==> src/rtl/tank_pkg.sv <==
// Shared tank-arena types: bullet directions, render category codes, arena size.
package tank_pkg;

    typedef enum logic [1:0] {
        LEFT  = 2'd0,
        RIGHT = 2'd1,
        UP    = 2'd2,
        DOWN  = 2'd3
    } dir_t;

    typedef enum logic [1:0] {
        NONE   = 2'd0,
        WALL   = 2'd1,
        TANK   = 2'd2,
        BULLET = 2'd3
    } cat_t;

    typedef enum logic {
        POOL_IDLE  = 1'b0,
        POOL_SWEEP = 1'b1
    } pool_state_t;

    localparam int DEFAULT_WIDTH  = 60;
    localparam int DEFAULT_HEIGHT = 45;

endpackage

==> src/rtl/rr_arbiter.sv <==
// Round-robin arbiter: one-hot grant, searching from the channel after the last grantee.
module rr_arbiter #(
    parameter int N = 4
) (
    input  logic         clk,
    input  logic         rst,
    input  logic [N-1:0] req_i,
    input  logic         advance_i,
    output logic [N-1:0] grant_o
);

    localparam int PW = (N > 1) ? $clog2(N) : 1;

    logic [PW-1:0] ptr_q, ptr_d;
    logic [PW:0]   sum;
    logic [PW-1:0] idx;
    logic          found;

    // ptr_q holds the highest-priority channel for the next grant.
    always_comb begin
        // NOTE: every always_comb output gets a default first so no path leaves it unassigned (no latch).
        grant_o = '0;
        ptr_d   = ptr_q;
        found   = 1'b0;
        sum     = '0;
        idx     = '0;
        for (int i = 0; i < N; i++) begin
            sum = {1'b0, ptr_q} + (PW+1)'(i);
            if (sum >= (PW+1)'(N)) begin
                sum = sum - (PW+1)'(N);
            end
            idx = sum[PW-1:0];
            if (!found && req_i[idx]) begin
                found        = 1'b1;
                grant_o[idx] = 1'b1;
                ptr_d        = (idx == PW'(N-1)) ? '0 : idx + PW'(1);
            end
        end
    end

    always_ff @(posedge clk) begin
        if (rst) begin
            ptr_q <= '0;
        end else if (advance_i && found) begin
            // NOTE: sequential state uses non-blocking assignment so all flops update together.
            ptr_q <= ptr_d;
        end
    end

endmodule

==> src/rtl/projectile_pool.sv <==
// Fixed-slot bullet table: round-robin spawns, per-tick one-slot-per-cycle sweep, render query.
// Optional target-box collision is built when PROJ_COLLISION_EN is defined.
module projectile_pool
    import tank_pkg::*;
#(
    parameter int MAX_BULLETS = 16,
    parameter int N_SHOOTERS  = 4,
    parameter int WIDTH       = DEFAULT_WIDTH,
    parameter int HEIGHT      = DEFAULT_HEIGHT,
    parameter int CW          = 10,
    parameter int TGT_SIZE    = 3
) (
    input  logic                             clk_100mhz,
    input  logic                             rst,
    input  logic                             tick,
    input  logic [N_SHOOTERS-1:0]            spawn_req,
    input  logic [N_SHOOTERS*CW-1:0]         spawn_x,
    input  logic [N_SHOOTERS*CW-1:0]         spawn_y,
    input  logic [N_SHOOTERS*2-1:0]          spawn_dir,
    output logic [N_SHOOTERS-1:0]            spawn_ack,
    input  logic [CW-1:0]                    cell_x,
    input  logic [CW-1:0]                    cell_y,
    output logic                             cell_hit,
    output logic [$clog2(MAX_BULLETS+1)-1:0] count,
    output logic                             busy,
    output logic                             overrun,
    input  logic [CW-1:0]                    tgt_x,
    input  logic [CW-1:0]                    tgt_y,
    output logic                             tgt_hit
);

    localparam int PW    = $clog2(MAX_BULLETS);
    localparam int CNT_W = $clog2(MAX_BULLETS+1);

    pool_state_t          state_q, state_d;
    logic [PW-1:0]        ptr_q, ptr_d;
    logic [MAX_BULLETS-1:0] valid_q;
    logic [CW-1:0]        x_q   [MAX_BULLETS];
    logic [CW-1:0]        y_q   [MAX_BULLETS];
    dir_t                 dir_q [MAX_BULLETS];
    logic [CNT_W-1:0]     count_q;
    logic [N_SHOOTERS-1:0] ack_q;
    logic                 cell_hit_q, overrun_q;

    logic                 free_any;
    logic [PW-1:0]        free_idx;
    logic [N_SHOOTERS-1:0] arb_req, grant;
    logic [CW-1:0]        sel_x, sel_y;
    dir_t                 sel_dir;
    logic                 spawn_ok;
    logic                 cur_valid, off_edge, in_tgt, sweeping, retire, move;
    logic [CW-1:0]        cur_x, cur_y, nx, ny;
    dir_t                 cur_dir;
    logic                 hit_any;

    always_comb begin
        free_any = 1'b0;
        free_idx = '0;
        for (int i = MAX_BULLETS-1; i >= 0; i--) begin
            if (!valid_q[i]) begin
                free_any = 1'b1;
                free_idx = PW'(i);
            end
        end
    end

    // A channel whose ack is on the wire is still showing its old request; mask it for that cycle.
    assign arb_req = (state_q == POOL_IDLE && !tick && free_any) ? (spawn_req & ~ack_q) : '0;

    rr_arbiter #(.N(N_SHOOTERS)) u_arb (
        .clk       (clk_100mhz),
        .rst       (rst),
        .req_i     (arb_req),
        .advance_i (|arb_req),
        .grant_o   (grant)
    );

    always_comb begin
        sel_x   = '0;
        sel_y   = '0;
        sel_dir = LEFT;
        for (int c = 0; c < N_SHOOTERS; c++) begin
            if (grant[c]) begin
                sel_x   = spawn_x[c*CW +: CW];
                sel_y   = spawn_y[c*CW +: CW];
                sel_dir = dir_t'(spawn_dir[c*2 +: 2]);
            end
        end
    end

    assign spawn_ok = (|grant) && (sel_x < CW'(WIDTH)) && (sel_y < CW'(HEIGHT));

    assign sweeping  = (state_q == POOL_SWEEP);
    assign cur_valid = valid_q[ptr_q];
    assign cur_x     = x_q[ptr_q];
    assign cur_y     = y_q[ptr_q];
    assign cur_dir   = dir_q[ptr_q];

    always_comb begin
        off_edge = 1'b0;
        nx       = cur_x;
        ny       = cur_y;
        unique case (cur_dir)
            LEFT:  if (cur_x == '0)              off_edge = 1'b1; else nx = cur_x - CW'(1);
            RIGHT: if (cur_x == CW'(WIDTH-1))    off_edge = 1'b1; else nx = cur_x + CW'(1);
            UP:    if (cur_y == '0)              off_edge = 1'b1; else ny = cur_y - CW'(1);
            DOWN:  if (cur_y == CW'(HEIGHT-1))   off_edge = 1'b1; else ny = cur_y + CW'(1);
        endcase
    end

`ifdef PROJ_COLLISION_EN
    logic [CW:0] tx_end, ty_end;
    assign tx_end = {1'b0, tgt_x} + (CW+1)'(TGT_SIZE);
    assign ty_end = {1'b0, tgt_y} + (CW+1)'(TGT_SIZE);
    assign in_tgt = !off_edge
                    && (nx >= tgt_x) && ({1'b0, nx} < tx_end)
                    && (ny >= tgt_y) && ({1'b0, ny} < ty_end);
`else
    logic unused_tgt;
    assign unused_tgt = ^{tgt_x, tgt_y, TGT_SIZE[0]};
    assign in_tgt     = 1'b0;
`endif

    assign retire  = sweeping && cur_valid && (off_edge || in_tgt);
    assign move    = sweeping && cur_valid && !off_edge && !in_tgt;
    assign tgt_hit = sweeping && cur_valid && in_tgt;

    always_comb begin
        state_d = state_q;
        ptr_d   = ptr_q;
        unique case (state_q)
            POOL_IDLE: begin
                if (tick) begin
                    state_d = POOL_SWEEP;
                    ptr_d   = '0;
                end
            end
            POOL_SWEEP: begin
                if (ptr_q == PW'(MAX_BULLETS-1)) state_d = POOL_IDLE;
                else                             ptr_d   = ptr_q + PW'(1);
            end
        endcase
    end

    always_comb begin
        hit_any = 1'b0;
        for (int i = 0; i < MAX_BULLETS; i++) begin
            if (valid_q[i] && x_q[i] == cell_x && y_q[i] == cell_y) hit_any = 1'b1;
        end
    end

    always_ff @(posedge clk_100mhz) begin
        if (rst) begin
            state_q    <= POOL_IDLE;
            ptr_q      <= '0;
            valid_q    <= '0;
            count_q    <= '0;
            ack_q      <= '0;
            cell_hit_q <= 1'b0;
            overrun_q  <= 1'b0;
        end else begin
            state_q    <= state_d;
            ptr_q      <= ptr_d;
            ack_q      <= grant;
            cell_hit_q <= hit_any;
            overrun_q  <= tick && sweeping;
            // Spawns happen only in IDLE and retires only in SWEEP, so the count never sees both.
            if (spawn_ok) begin
                valid_q[free_idx] <= 1'b1;
                count_q           <= count_q + CNT_W'(1);
            end
            if (retire) begin
                valid_q[ptr_q] <= 1'b0;
                count_q        <= count_q - CNT_W'(1);
            end
        end
    end

    // NOTE: slot payload is deliberately not reset; valid_q alone decides whether a slot is live.
    always_ff @(posedge clk_100mhz) begin
        if (spawn_ok) begin
            x_q[free_idx]   <= sel_x;
            y_q[free_idx]   <= sel_y;
            dir_q[free_idx] <= sel_dir;
        end
        if (move) begin
            x_q[ptr_q] <= nx;
            y_q[ptr_q] <= ny;
        end
    end

    assign spawn_ack = ack_q;
    assign cell_hit  = cell_hit_q;
    assign count     = count_q;
    assign busy      = sweeping;
    assign overrun   = overrun_q;

endmodule

==> config.mk <==
export PLATFORM = sky130hd
export DESIGN_NAME = projectile_pool
export DESIGN_NICKNAME = d
export VERILOG_FILES = /design/src/rtl/tank_pkg.sv /design/src/rtl/rr_arbiter.sv /design/src/rtl/projectile_pool.sv
export SDC_FILE = /design/constraint.sdc
export NUM_CORES = 1
export LEC_CHECK = 0
export CAP_MARGIN = 10
export CELL_PAD_IN_SITES_DETAIL_PLACEMENT = 0
export CELL_PAD_IN_SITES_GLOBAL_PLACEMENT = 2
export CORE_MARGIN = 4
export CORE_UTILIZATION = 47
export CTS_BUF_LIST = sky130_fd_sc_hd__clkbuf_8
export DETAILED_ROUTE_END_ITERATION = 16
export MAX_ROUTING_LAYER = met4
export PLACE_DENSITY = 0.86
export SYNTH_ARGS = -nofsm -noshare
export SYNTH_HDL_FRONTEND = slang
export SYNTH_SLANG_ARGS = --single-unit
==> constraint.sdc <==
create_clock -name clk_100mhz -period 10.2 [get_ports clk_100mhz]
set_input_delay 1.02 -clock clk_100mhz [delete_from_list [all_inputs] [get_ports clk_100mhz]]
set_output_delay 1.02 -clock clk_100mhz [all_outputs]
set_load 0.01 [all_outputs]
==> results of run 1 <==
[area by class of cell]
cell class | count | area (um^2) | area share
diodes | 3 | 7.51 | 0.000298
clock buffers | 72 | 991 | 0.0393
clock inverters | 52 | 337 | 0.0134
inverters | 29 | 110 | 0.00437
multi-input cells | 1111 | 9920 | 0.394
flip-flops and latches | 390 | 11300 | 0.450
well taps | 600 | 751 | 0.0298
repair buffers | 190 | 1740 | 0.0691
[report_power, final]
group          switching, W  leakage, nW  total (W)  internal, W
registers         0.0000354         3.52    0.00204      0.00200
clock network      0.000663        0.746    0.00140     0.000740
logic              0.000827         3.83    0.00124     0.000411
[cell usage after synthesis (5+ instances only)]
cell,instances,area [um^2]
a21o_1,6,45.0
nor2_1,83,312
o211ai_1,6,45.0
mux4_2,115,2590
mux2i_1,10,100
nand3_1,27,135
o21ai_0,50,250
nor4_1,63,394
o22ai_1,25,156
nand2b_1,15,93.8
a31oi_1,6,37.5
nor2b_1,9,56.3
a221oi_1,12,105
buf_1,11,41.3
a21oi_1,43,215
ha_1,18,225
xnor2_1,147,1290
nor3_1,21,105
buf_6,10,113
inv_1,27,101
and3_1,9,56.3
nand2_1,63,236
o31ai_1,6,45.0
buf_2,18,90.1
or3_1,7,43.8
edfxtp_1,352,10600
nand4_1,50,313
clkbuf_1,52,195
xor2_1,186,1630
a31o_2,11,96.3
nor3b_1,5,37.5
a211oi_1,14,105
dfxtp_1,38,761
[critical path, delay by kind of cell (launching register included)]
family	cells	cell delay, ps
AOI/OAI and AO/OA	6	2120
DFF	1	560
buffers and inverters	3	770
and+or+nand+nor	5	2270
adders and majority gates	1	630
[stage by stage]
step / hold WS [ps] / total power, W
floorplan: 497 / 0.00278
global placement: 483 / 0.00324
detailed placement: 498 / 0.00327
CTS: 507 / 0.00467
global route: 528 / 0.00486
finish: 504 / 0.00468
[final timing paths]
kind	endpoint	from	cells past startpoint	slack, ps
max	x_q[11][7]	u_arb.ptr_q[0]	15	3530
min reg2reg	count[3]	count[3]	2	500
max reg2reg	x_q[11][7]	u_arb.ptr_q[0]	15	3530
min	count[3]	count[3]	2	500
[state kept, by name, indices dropped and copies added (netlist names), named ones only]
name         count
x_q            160
y_q            160
dir_q           32
valid_q         16
count            5
ptr_q            4
spawn_ack        4
u_arb.ptr_q      2
busy             1
cell_hit         1
overrun          1
[per-layer routing]
| metal | vias up | share of wire | global-route usage |
|---|---|---|---|
| li1 | 6642 | - | - |
| met2 | 787 | 0.47 | 0.432 |
| met4 | 0 | 0.032 | 0.0978 |
| met5 | - | 0 | - |
| met3 | 99 | 0.098 | 0.0596 |
| met1 | 7775 | 0.40 | 0.367 |
[logic make-up after synthesis]
| group | after synthesis | share of synthesized area |
|---|---|---|
| AO/OA/AOI/OAI | 239 | 0.0841 |
| flip-flops | 390 | 0.521 |
| buffers and inverters | 125 | 0.0273 |
| adder cells (fa/ha/maj) | 19 | 0.0113 |
| multiplexers | 129 | 0.126 |
| XOR/XNOR | 333 | 0.134 |
| AND/OR/NAND/NOR | 390 | 0.0963 |
| other | 1 | 0.000172 |
==> results.py, run 1 <==
metrics = {
    "critical_path": {
        "crit_required_ps": 10540,
        "path_cells": "inv_2 > ha_1 > nor3b_1 > or4_1 > a21oi_1 > o211ai_1 > nand2_1 > nor2_1 > a221o_1 > or4_1 > a2111oi_4 > buf_4 > a21oi_1 > o22ai_2 > buf_4",
        "worst-setup-path-type": "reg -> reg",
        "start_kind": "flop",
        "crit_path_end_kind": "flop",
        "worst-path-max-fanout": 20,
        "cp_data_arrival_time_ps": 7010,
        "slowest_delay_ps": 800,
        "cpMaxStageDelayCell": "o22ai_2",
    },
    "cells_and_area": {
        "final_cell_area_mm2": 0.0252,
        "fin_util": 0.553,
        "final_cell_mix": "352 x edfxtp_1, 186 x xor2_1, 147 x xnor2_1, 126 x clkdlybuf4s50_1, 115 x mux4_2",
        "nets": 1944,
        "fillers": 3748,
        "final_common_cell": "edfxtp_1",
        "drive_gt1_frac": 0.187,
        "synthToLayoutAreaGrowth_pct": 15.9,
        "instances_no_fill": 2447,
    },
    "clocking": {
        "post_cts_resized": 0,
        "post_cts_buffers": 0,
        "clk_latency_ps": 640,
        "clk_pin_slew_ps": 60,
        "cts_buffers": 68,
        "htreeDepth": 3,
        "clockBufferDepth": 3,
        "ctsHoldBuffers": 0,
        "clockRootBuffer": "clkbuf_8",
        "clock_sinks": 390,
        "cts_tree": "done",
    },
    "drt": {
        "drt_wl_total_um": 68800,
        "drt_pass1_iterations": 7,
        "drtIter0Drc": 1666,
        "wl_per_cell_um": 28.1,
        "drc": 0,
        "viasPerCell": 6.25,
        "detail-route-antenna-nets": 0,
        "vias": 15300,
    },
    "placed_design": {
        "numPlacedInstances": 2315,
        "place.gp.congestion": 0.962,
        "dp_hpwl_um": 50800,
        "dpl_cell_area_mm2": 0.0238,
        "port-buffer-count": 126,
        "pre_cts_slack_ps": 3190,
    },
    "global_routing": {
        "grt_pass1_wl_um": 99600,
        "antenna_found_initial": 3,
        "grt_pass1_vias": 15200,
        "gr-total-overflow": 0,
        "grt_max_degree": 45,
        "grtUsageTotal": 0.279,
    },
    "sta": {
        "setup_violations": 0,
        "grt_setup_unrepaired": "false",
        "fmax_ghz": 0.150,
        "drv_slew": 0,
        "worst_clock_skew_ps": 46.8,
        "setup_slack_ps": 3530,
        "relSlewSlack": 0.223,
        "final.setup.tns_ps": 0,
        "hold_viol_final": 0,
        "min_period_ps": 6670,
        "worst_pin_slew_ps": 1160,
        "final.period_utilization": 0.654,
    },
    "logic_synthesis": {
        "synthesis.nets": 1780,
        "postSynthCellCount": 1626,
        "syn_avg_cell_area_um2": 13.4,
        "ys_types": 88,
        "ys_async_sr_fraction": 0,
        "synth_edf_count": 352,
        "synth_ff_type": "edfxtp_1",
        "synth_warnings": 0,
        "synth.ff_latch_count": 390,
        "ys_seq_area_frac": 0.521,
        "synth.cell_area_mm2": 0.0217,
    },
    "status": {
        "status": "finished, final reports clean",
    },
    "floorplan": {
        "dieArea_mm2": 0.0498,
        "die_w_um": 223,
        "fp-row-count": 78,
        "io_pins": 148,
        "die_y_um": 223,
        "fp.coreArea_mm2": 0.0456,
        "initial_core_util": 0.477,
    },
    "power_and_ir_drop": {
        "powerDensity_mw_per_mm2": 186,
        "max-vdd-ir-drop_mv": 0.106,
        "power_leakage_nw": 8.10,
    },
    "flow_run": {
        "cap_violations": 0,
    },
    "min_path": {
        "hold_path_class": "reg -> reg",
    },
}
Note: power is estimated with default switching activity, not from simulation.
==> run 2, diff against run 1 <==
CORE_UTILIZATION = 39   (was 47)
PLACE_DENSITY = 0.76   (was 0.86)
clock period = 5.8 ns   (was 10.2 ns; I/O delays follow)
==> run 2 against run 1 <==
Net effect: fmax is 22% higher; total power is 81% higher; worst setup slack worse by 3200 ps; sequential power is 75% higher; count of clock-buffer cells in the layout is 3 higher; worst hold slack worse by 9.0 ps; first-iteration DRC count is 13% lower; critical path depth stayed put; cell area is 3.6% higher; flip-flop and latch count stayed put; non-clock buffer count is 57 higher; combinational power is 90% higher; critical endpoint is now y_q[14][2]; largest cell class unchanged.
==> results.py, run 2 (same netlist as run 1, synthesis figures left out) <==
metrics = {
    "floorplan": {
        "io_pins": 148,
        "initial_core_util": 0.394,
        "fp.coreArea_mm2": 0.0552,
        "dieArea_mm2": 0.0596,
        "die_y_um": 244,
        "die_w_um": 244,
        "fp-row-count": 86,
    },
    "critical_path": {
        "crit_path_end_kind": "flop",
        "crit_buf_inv": 3,
        "crit_family": "compound AO/OA/AOI/OAI gates",
        "crit_required_ps": 6190,
        "rr_startpoint": "u_arb.ptr_q[0]",
        "cpMaxStageDelayCell": "o41ai_4",
        "path_cells": "inv_2 > ha_1 > nor3b_1 > or4_1 > a21oi_1 > o211ai_1 > a211oi_4 > buf_4 > nand2_1 > a31o_2 > o41ai_4 > a2111oi_4 > a31oi_1 > o22ai_2 > buf_12",
        "slowest_delay_ps": 750,
        "r2r_slack_ps": 320,
        "r2r_end": "y_q[14][2]",
        "cp_data_arrival_time_ps": 5870,
        "worst-path-max-fanout": 20,
        "worst-setup-path-type": "reg -> reg",
        "start_kind": "flop",
        "r2r.worst_path.cells": 15,
    },
    "min_path": {
        "hold_start": "count[3]",
        "worstHoldPathCells": 2,
        "whs_endpoint": "count[3]",
        "hold_path_class": "reg -> reg",
    },
    "sta": {
        "final.period_utilization": 0.945,
        "fmax_ghz": 0.182,
        "grt_setup_unrepaired": "false",
        "hold_viol_final": 0,
        "min_period_ps": 5480,
        "setup_violations": 0,
        "worst_pin_slew_ps": 1050,
        "final.setup.tns_ps": 0,
        "worst_clock_skew_ps": 43.1,
        "relSlewSlack": 0.295,
        "drv_slew": 0,
        "holdWs_ps": 495,
    },
    "drt": {
        "drtIter0Drc": 1457,
        "detail-route-antenna-nets": 0,
        "drt_wl_total_um": 73600,
        "wl_per_cell_um": 27.8,
        "drt_pass1_iterations": 5,
        "vias": 15300,
        "viasPerCell": 5.78,
        "drc": 0,
    },
    "global_routing": {
        "gr-total-overflow": 0,
        "antenna_found_initial": 3,
        "grt_pass1_wl_um": 107000,
        "grt_max_degree": 38,
        "grt_pass1_vias": 15600,
        "grtUsageTotal": 0.251,
    },
    "power_and_ir_drop": {
        "max-vdd-ir-drop_mv": 0.142,
        "combPwrFrac": 0.278,
        "p_int_w": 0.00571,
        "power_leakage_nw": 8.46,
        "p_seq_frac": 0.420,
        "powerDensity_mw_per_mm2": 325,
        "switching_share": 0.327,
        "switchingPower_w": 0.00277,
        "pwr-share-clk": 0.302,
    },
    "flow_run": {
        "cap_violations": 0,
    },
    "cells_and_area": {
        "synthToLayoutAreaGrowth_pct": 20.0,
        "fin_util": 0.473,
        "final_cell_area_mm2": 0.0261,
        "final_common_cell": "edfxtp_1",
        "final_cell_mix": "352 x edfxtp_1, 186 x xor2_1, 147 x xnor2_1, 125 x clkdlybuf4s50_1, 115 x mux4_2",
        "nets": 2002,
        "top_regs": "x_q: 160 flops, y_q: 160 flops, dir_q: 32 flops",
        "drive_gt1_frac": 0.210,
    },
    "clocking": {
        "cts_buffers": 69,
        "cts_tree": "done",
        "clk_latency_ps": 660,
        "post_cts_buffers": 0,
        "htreeDepth": 3,
        "clockRootBuffer": "clkbuf_8",
        "clk_pin_slew_ps": 60,
        "clockBufferDepth": 3,
        "clock_sinks": 390,
        "ctsHoldBuffers": 0,
    },
    "placed_design": {
        "dp_hpwl_um": 55800,
        "dpl_cell_area_mm2": 0.0247,
        "port-buffer-count": 126,
        "place.gp.congestion": 0.931,
    },
    "status": {
        "status": "finished, final reports clean",
    },
}
==> run 2: what timing repair did <==
item                       CTS  global route
gates resized for setup      0             2
setup endpoints to repair    0            60
hold endpoints to repair     0             0
==> run 2: worst max-delay path by stage <==
stage	from	endpoint	slack (ps)	cells after the start
2_1_floorplan	flop	x_q[10][0]	320	17
3_3_place_gp	spawn_req[3]	y_q[14][6]	140	14
3_5_place_dp	spawn_req[3]	x_q[14][2]	110	14
4_1_cts	u_arb.ptr_q[0]	y_q[14][2]	230	15
5_1_grt	u_arb.ptr_q[0]	y_q[14][3]	50	15
6_report	u_arb.ptr_q[0]	y_q[14][2]	320	15
==> run 2: worst min-delay path, cell delays in order, from the launching register on <==
cell and delay [ps]:
dfxtp_1 330, inv_1 50, o41ai_1 70
==> run 2: layout make-up <==
| cell class | instances | area [um^2] |
|---|---|---|
| fill | 4860 | 29100 |
| sequential | 390 | 11300 |
| multi-input combinational | 1111 | 9930 |
| timing repair buffer | 247 | 2430 |
| clock buffer | 75 | 1030 |
| tap | 748 | 936 |
| clock inverter | 46 | 320 |
| inverter | 29 | 110 |
| antenna | 3 | 7.51 |
==> run 2: through the flow <==
step	total power [W]	instances	setup WS, ps
after floorplan	0.00489	1626	324
after global placement	0.00589	2523	138
after detailed placement	0.00592	2523	112
after CTS	0.00850	2644	229
after global routing	0.00884	2647	49.6
final	0.00848	2649	320
==> run 2: power by group through the flow <==
stage / logic [W] / clock network [W] / registers, W
after floorplan: 0.00127 / 0 / 0.00362
after global placement: 0.00227 / 0 / 0.00362
after detailed placement: 0.00230 / 0 / 0.00362
after CTS: 0.00231 / 0.00263 / 0.00356
after global routing: 0.00250 / 0.00277 / 0.00356
final: 0.00235 / 0.00256 / 0.00356
==> run 2: per-layer routing <==
metal,global-route usage,wire [um],part of all wire,vias up
li1,-,-,-,6749
met1,0.337,30900,0.42,7825
met2,0.394,34800,0.47,647
met3,0.0413,5740,0.078,92
met4,0.0788,2070,0.028,0
met5,-,0,0,-
==> run 3, diff against run 2 <==
ABC_AREA = 1   (was default)
CORE_UTILIZATION = 35   (was 39)
PLACE_DENSITY = 0.77   (was 0.76)
==> run 3 against run 2 <==
Net effect: clock skew up 2.5 ps; die area grew 14%; combinational power is 110% higher; via count grew 36%; critical path type unchanged; highest routed layer unchanged.
==> results.py, run 3 <==
metrics = {
    "drt": {
        "drc": 0,
        "wl_per_cell_um": 27.9,
        "viasPerCell": 5.82,
        "drtIter0Drc": 2623,
        "highest_layer": "met4",
        "met2_length_um": 44800,
        "drt_pass1_iterations": 6,
        "detail-route-antenna-nets": 0,
        "drt-met1-wl_um": 40300,
        "vias": 20800,
        "drt_wl_total_um": 99700,
        "wl_met3_um": 9950,
    },
    "sta": {
        "worst_clock_skew_ps": 45.6,
        "final.period_utilization": 0.885,
        "grt_setup_unrepaired": "false",
        "relSlewSlack": 0.253,
        "final.setup.tns_ps": 0,
        "min_period_ps": 5130,
        "fmax_ghz": 0.195,
        "worst_pin_slew_ps": 1120,
        "hold_viol_final": 0,
        "drv_slew": 0,
        "setup_violations": 0,
    },
    "power_and_ir_drop": {
        "power_leakage_nw": 9.79,
        "powerDensity_mw_per_mm2": 444,
        "max-vdd-ir-drop_mv": 0.358,
    },
    "critical_path": {
        "start_kind": "flop",
        "crit_required_ps": 6150,
        "r2r_slack_ps": 670,
        "cpMaxStageDelayCell": "o21ai_0",
        "r2r_end": "y_q[11][4]",
        "crit_top_cell": "nand2_1",
        "cp_data_arrival_time_ps": 5480,
        "path_cells": "inv_4 > buf_4 > buf_4 > a21oi_1 > o21ai_0 > nand3_1 > nand3_1 > nand2_1 > nand2_1 > inv_1 > nand4_1 > nor2_1 > nand2_1 > nand2_1 > a21oi_1 > nand3_1 > buf_4 > o21ai_0 > nand2_1 > nor2_2 > buf_12",
        "worst-setup-path-type": "reg -> reg",
        "crit_path_end_kind": "flop",
        "slowest_delay_ps": 620,
        "r2r.worst_path.cells": 21,
        "worst-path-max-fanout": 45,
    },
    "placed_design": {
        "port-buffer-count": 126,
        "numPlacedInstances": 3434,
        "place.gp.congestion": 0.974,
        "dp_hpwl_um": 71400,
    },
    "cells_and_area": {
        "drive_gt1_frac": 0.100,
        "top_regs": "x_q: 160 flops, y_q: 160 flops, dir_q: 32 flops",
        "instances_no_fill": 3570,
        "nets": 2819,
        "final_common_cell": "edfxtp_1",
        "final_cell_mix": "352 x edfxtp_1, 325 x nand2_1, 276 x o21ai_0, 263 x inv_1, 186 x nor2_1",
        "synthToLayoutAreaGrowth_pct": 18.9,
    },
    "floorplan": {
        "die_y_um": 261,
        "fp-row-count": 92,
        "dieArea_mm2": 0.0681,
        "fp.coreArea_mm2": 0.0632,
        "initial_core_util": 0.355,
        "die_w_um": 261,
        "io_pins": 148,
    },
    "logic_synthesis": {
        "synth.ff_latch_count": 390,
        "synth_edf_count": 352,
        "syn_avg_cell_area_um2": 9.00,
        "postSynthCellCount": 2491,
        "synth_common_cells": "352 x edfxtp_1, 325 x nand2_1, 278 x o21ai_0",
        "post-synth-top-count-cell": "edfxtp_1",
        "ys_seq_area_frac": 0.506,
        "synth_ff_type": "edfxtp_1",
        "synth_warnings": 0,
        "ys_types": 55,
        "synth_top_cell_by_area": "edfxtp_1",
        "ys_async_sr_fraction": 0,
        "synth_top_area_frac": 0.472,
        "synthesis.nets": 2645,
        "synth.cell_area_mm2": 0.0224,
        "synth_area_leaders": "edfxtp_1 47%, o21ai_0 6.2%, nand2_1 5.4%",
    },
    "min_path": {
        "worstHoldPathCells": 2,
        "whs_endpoint": "valid_q[10]",
        "hold_start": "valid_q[10]",
        "hold_path_class": "reg -> reg",
    },
    "global_routing": {
        "grt_pass1_vias": 20200,
        "gr-total-overflow": 0,
        "grt_pass1_wl_um": 141000,
        "grt_max_degree": 83,
        "grtUsageTotal": 0.294,
        "antenna_found_initial": 3,
    },
    "clocking": {
        "cts_buffers": 75,
        "cts_tree": "done",
        "clk_pin_slew_ps": 60,
        "clock_sinks": 390,
        "clockRootBuffer": "clkbuf_8",
        "htreeDepth": 3,
        "post_cts_buffers": 0,
        "ctsHoldBuffers": 0,
        "clockBufferDepth": 3,
        "clk_latency_ps": 680,
        "post_cts_resized": 0,
    },
    "flow_run": {
        "cap_violations": 0,
    },
    "status": {
        "status": "finished, final reports clean",
    },
}
## run 3: changes by cell type after synthesis, sizes merged, moves of 29 or more
cell	change
mux4	-115
inv	+221
nor2	+125
o21ai	+230
o211ai	+42
xor2	-97
a21oi	+139
nand2	+271
nand3	+100
xnor2	-94
clkbuf	+37
o221ai	+29
o22ai	+87
## run 3: per-stage QoR
step | utilization | cell area (um^2) | total power, W | hold slack (ps) | setup slack (ps)
after detailed placement | 0.400 | 25300 | 0.00921 | 492 | 560
after global placement | 0.400 | 25300 | 0.00917 | 471 | 639
after floorplan | - | 22400 | 0.00671 | 455 | 1170
after global routing | 0.422 | 26600 | 0.0123 | 518 | 377
after CTS | 0.421 | 26600 | 0.0118 | 496 | 792
final | 0.422 | 26600 | 0.0118 | 502 | 669
## run 3: layout make-up
type	count	area [um^2]
tap	846	1060
timing repair buffer	236	2360
sequential	390	11300
inverter	259	975
fill	6198	36600
antenna	3	7.51
clock buffer	76	1050
multi-input combinational	1703	9550
clock inverter	57	302
## run 3: cells by family (layout without fill, tap and decap cells)
kind of cell             Yosys count  after routing  synth area share
AO/OA/AOI/OAI                    725            725             0.190
XOR/XNOR                         142            142            0.0555
adder cells (fa/ha/maj)           19             19            0.0109
buffers and inverters            398            628            0.0703
flip-flops                       390            390             0.506
other                              1              4          0.000167
AND/OR/NAND/NOR                  816            816             0.168
## run 3: routing by layer
metal / global-route usage / up-vias
met5: - / -
met4: 0.128 / 0
met3: 0.0584 / 224
met2: 0.451 / 1232
met1: 0.380 / 9999
li1: - / 9319
## run 3: power by group
| group | internal, W | switching [W] |
|---|---|---|
| Clock | 0.00131 | 0.00125 |
| Combinational | 0.00117 | 0.00386 |
| Sequential | 0.00415 | 0.000101 |
| Total | 0.00662 | 0.00522 |
## run 3: how the worst max path moves through the flow
stage | from | end | cells past startpoint
2_1_floorplan | flop | x_q[10][0] | 20
3_3_place_gp | tick | y_q[15][7] | 21
3_5_place_dp | tick | y_q[15][7] | 21
4_1_cts | flop | y_q[11][7] | 19
5_1_grt | u_arb.ptr_q[0] | y_q[14][4] | 22
6_report | flop | y_q[11][4] | 21
## run 3: critical path: cells and delay by family, from the launching register on
kind	cells	cell delay, ps
compound gates	4	1050
buf+inv	6	1400
flops	1	430
simple gates	11	1880
